**config.mk**
```make
export PLATFORM = sky130hd
export DESIGN_NAME = multiplier_nbit
export DESIGN_NICKNAME = d
export VERILOG_FILES = /design/src/rtl/multiplier_nbit.sv
export SDC_FILE = /design/constraint.sdc
export NUM_CORES = 1
export LEC_CHECK = 0
export BUFFER_PORTS_ARGS = -buffer_cell sky130_fd_sc_hd__buf_2
export CORE_MARGIN = 2
export CORE_UTILIZATION = 40
export DETAILED_ROUTE_END_ITERATION = 6
export HOLD_SLACK_MARGIN = 0.02
export PLACE_DENSITY = 0.7
export RECOVER_POWER = 25
export SYNTH_ARGS = -nofsm -noshare
export SYNTH_HDL_FRONTEND = slang
export SYNTH_SLANG_ARGS = --single-unit
```
**constraint.sdc**
```tcl
create_clock -name Clk -period 2.86 [get_ports Clk]
set_input_delay 0.429 -clock Clk [delete_from_list [all_inputs] [get_ports Clk]]
set_output_delay 0.429 -clock Clk [all_outputs]
set_load 0.05 [all_outputs]
```
**src/rtl/multiplier_nbit.sv**
```systemverilog
// Sequential add-shift WIDTHxWIDTH multiplier (signed or unsigned); Done rises 2*WIDTH cycles after Run starts it.
// No backpressure: Run is a level request, and Done holds until Run drops.
module multiplier_nbit #(
   parameter int WIDTH = 8
) (
   input  logic             Clk,
   input  logic             Reset,
   input  logic             ClearA_LoadB,
   input  logic             Run,
   input  logic             Signed,
   input  logic [WIDTH-1:0] S,
   output logic [WIDTH-1:0] Aval,
   output logic [WIDTH-1:0] Bval,
   output logic             X,
   output logic             M,
   output logic             Busy,
   output logic             Done
);

   localparam int CW = $clog2(WIDTH) + 1;

   typedef enum logic [2:0] {READY, LOAD, ADD, SHIFT, DONE} state_t;

   state_t           state, state_n;
   logic [WIDTH-1:0] a, a_n, b, b_n;
   logic             x, x_n, mode, mode_n;
   logic [CW-1:0]    cnt, cnt_n;
   logic             last;
   logic [WIDTH:0]   a_ext, addend, sum;

   assign last = (cnt == CW'(WIDTH - 1));

   always_ff @(posedge Clk) begin
      if (Reset) begin
         state <= READY;
         a     <= '0;
         b     <= '0;
         x     <= 1'b0;
         cnt   <= '0;
         mode  <= 1'b0;
      end else begin
         state <= state_n;
         a     <= a_n;
         b     <= b_n;
         x     <= x_n;
         cnt   <= cnt_n;
         mode  <= mode_n;
      end
   end

   always_comb begin
      state_n = state;
      a_n     = a;
      b_n     = b;
      x_n     = x;
      cnt_n   = cnt;
      mode_n  = mode;
      Busy    = 1'b0;
      Done    = 1'b0;
      // Last signed iteration weighs the multiplier sign bit negatively, hence the subtract.
      addend  = mode ? {S[WIDTH-1], S} : {1'b0, S};
      a_ext   = mode ? {a[WIDTH-1], a} : {1'b0, a};
      sum     = (mode && last) ? (a_ext - addend) : (a_ext + addend);
      case (state)
         READY: begin
            if (Run) begin
               state_n = ADD;
               a_n     = '0;
               x_n     = 1'b0;
               cnt_n   = '0;
               mode_n  = Signed;
            end else if (ClearA_LoadB) begin
               state_n = LOAD;
            end
         end
         LOAD: begin
            a_n     = '0;
            x_n     = 1'b0;
            b_n     = S;
            state_n = READY;
         end
         ADD: begin
            Busy = 1'b1;
            if (b[0]) begin
               x_n = sum[WIDTH];
               a_n = sum[WIDTH-1:0];
            end
            state_n = SHIFT;
         end
         SHIFT: begin
            Busy    = 1'b1;
            x_n     = mode ? x : 1'b0;
            a_n     = {x, a[WIDTH-1:1]};
            b_n     = {a[0], b[WIDTH-1:1]};
            cnt_n   = cnt + CW'(1);
            state_n = last ? DONE : ADD;
         end
         DONE: begin
            Done = 1'b1;
            if (!Run) state_n = READY;
         end
         default: state_n = READY;
      endcase
   end

   assign Aval = a;
   assign Bval = b;
   assign X    = x;
   assign M    = b[0];

endmodule
```
==> results.cfg <==
[synth]
async_flop_share = 0
synth_mux_area_frac = 0.0523
synth_adder_area_share = 0.0843
yosysUniqueCellTypes = 51
synth_ff_type = dfxtp_1
syn_area_sq_mm = 0.00172
synth_edf_count = 0
synth.avg_cell_area_sq_um = 8.08
yosysWarnings = 0
synth-xor-area-share = 0.0407
synth_top_family_by_area = compound AO/OA/AOI/OAI gates
yosys.area_share.simple = 0.209
syn-instance-count = 213
synth_nets = 237
ys_seq_area_frac = 0.291
synth_compound_area_frac = 0.265
ys_ff_latch = 25

[finish]
antennaDiodeCount = 0
multiInputGateArea_sq_mm = 0.00113
post-route-cell-area_sq_mm = 0.00201
utilization = 0.494
area_delta_synth_final_pct = 16.5
drive_gt1_frac = 0.203
seqCellArea_sq_um = 502
nets = 271
fillers = 408
finalNonFillerCells = 296

[global_route]
met1_usage = 0.248
met2_usage = 0.282
first_global_vias = 1483
grt_antenna_before_repair = 0
groute.layer.met3.usage = 0.0305
grt_max_degree = 21
overflow = 0
grt_busiest_layer = met2
grt_pass1_wl_um = 6960
grt_usage = 0.175

[timing]
rsz0062_at_grt = yes
timing.final.ws_setup_ns = 0.139
drv_slew = 0
setup_tns_ns = 0
finalHoldViolations = 0
min_period_ns = 2.72
relSlewSlack = 0.479
tightest_slew_ns = 0.781
timing.final.crit_share = 0.951
fmax_ghz = 0.367
whs_ns = 0.389
setup-violations-final = 0
clock_skew_ns = 0.00702

[place]
dp_hpwl_um = 3210
gp_congestion = 0.826
place_area_sq_mm = 0.00196
dp.cells = 292
portBuffers = 32
dp_worst_setup_slack_ns = -0.0108

[die]
initial_core_util = 0.424
ios = 33
core-area_sq_mm = 0.00406
fp-row-count = 23
die_h_um = 69.6
dieArea_sq_mm = 0.00484
die_x_um = 69.6

[worst_setup_path]
critPathRequiredTime_ns = 3.04
cp_max_fo = 7
cp.buffers_inverters = 0
reg2reg_depth = 11
r2r-start = cnt[1]
r2r_end = X
crit_arrival_ns = 2.90
critPathKind = register to register
slowest_delay_ns = 0.42
path_cells = ha_1 > and3b_1 > nand2_2 > o21ai_0 > xor2_1 > ha_1 > a21o_1 > or3_2 > o21ai_1 > o21ai_0 > a31o_1
reg2reg_slack_ns = 0.14
crit_slowest_cell = or3_2
startpoint_type = register
crit_family = simple AND/OR/NAND/NOR gates
endpoint_kind = register

[worst_hold_path]
hold_end = mode
holdPathStages = 3
min_path_type = primary input to register
worstHoldStart = Signed

[clock_tree]
htree_levels = 1
ctsHoldBuffers = 0
clock-sinks = 25
cts_buffers = 3
clk_pin_slew_ns = 0.10
clk_path_buf_depth = 2
cts_tree = yes
cts_root_buf = clkbuf_8
insertion_delay_ns = 0.28

[routing]
drtPass1Iterations = 4
vias = 1657
ant_nets = 0
vias_per_cell = 5.60
drt_iter0_drc = 73
wire_per_inst_um = 14.4
drc = 0
wirelength_um = 4250

[pwr]
worst_ir_drop_vdd_uv = 332
total_power_mw = 1.02
p_leak_nw = 0.854
power_density_mw_per_mm2 = 507

[status]
status = completed

[run]
cap_violations = 0
tightest hold or removal path, stage by stage:
cell,delay [ns]
buf_2,0.08
a21oi_1,0.05
nor2_1,0.07
power breakdown:
part	leakage (nW)	internal, mW	total [mW]	switching (mW)
Combinational	0.627	0.140	0.379	0.239
Clock	0.0217	0.0991	0.224	0.124
Sequential	0.205	0.376	0.415	0.0387
Total	0.854	0.615	1.02	0.402
cell families after synthesis:
kind of cell | count (synthesis)
xor+xnor | 8
mux | 9
buf+inv | 23
flops | 25
fa+ha+maj | 11
compound gates | 68
simple gates | 69
layout by cell type (no fill, tap or decap), types with 2 or more instances in the layout:
master,count
a211oi_1,12
a21o_1,2
a21oi_1,17
a22oi_1,2
a32oi_1,4
and2_1,2
buf_2,24
buf_4,11
clkbuf_1,8
clkbuf_8,3
dfxtp_1,24
ha_1,10
inv_1,9
mux2i_1,9
nand2_1,15
nand3_1,5
nor2_1,19
nor2b_1,3
nor3_1,4
o21a_1,2
o21ai_0,14
o21ai_1,2
o31ai_1,3
or3_1,5
xnor2_1,2
xor2_1,6
state kept, by name, summed over array words and instances (netlist names):
signal / cells
Aval: 8
Bval: 8
cnt: 4
state: 3
X: 1
mode: 1
synth_stat cells (2+ instances only):
cell / instances / area share
buf_2: 4 / 0.012
xor2_1: 6 / 0.031
buf_1: 2 / 0.0044
nand3_1: 5 / 0.015
xnor2_1: 2 / 0.010
nor2b_1: 4 / 0.015
o31ai_1: 3 / 0.013
or3_1: 5 / 0.018
a21oi_1: 17 / 0.049
ha_1: 10 / 0.073
a22oi_1: 2 / 0.0087
a211oi_1: 12 / 0.052
dfxtp_1: 25 / 0.29
buf_4: 2 / 0.0087
clkbuf_1: 5 / 0.011
nand2_1: 16 / 0.035
and2_1: 2 / 0.0073
o21a_1: 2 / 0.0087
inv_1: 9 / 0.020
a32oi_1: 4 / 0.020
a21o_1: 2 / 0.0087
nor3_1: 4 / 0.012
o21ai_0: 16 / 0.047
nor2_1: 19 / 0.041
mux2i_1: 9 / 0.052
per-layer routing:
metal	share of wire	up-vias
met3	0.034	2
met4	0.0047	0
li1	-	845
met2	0.45	30
met5	0	-
met1	0.51	780
repair_timing:
action | 4_1_cts | 5_1_grt
buffers inserted | 0 | 0
gates resized for setup | 0 | 5
endpoints found under the setup margin | 0 | 5
endpoints found under the hold margin | 0 | 0
worst max path at each step:
stage,startpoint,end,depth (start not counted)
floorplan,cnt[0],X,12
global placement,S[1],X,12
detailed placement,S[1],X,12
CTS,cnt[1],X,11
global route,cnt[1],X,11
finish,cnt[1],X,11
final cells by class:
cell class                      instances  area share
Clock inverter                          1     0.00374
Multi-Input combinational cell        165       0.561
Tap cell                               50      0.0312
Clock buffer                            3      0.0206
Sequential cell                        25       0.250
Timing Repair Buffer                   43       0.116
Inverter                                9      0.0168
Power figures use the tool's default switching activity.
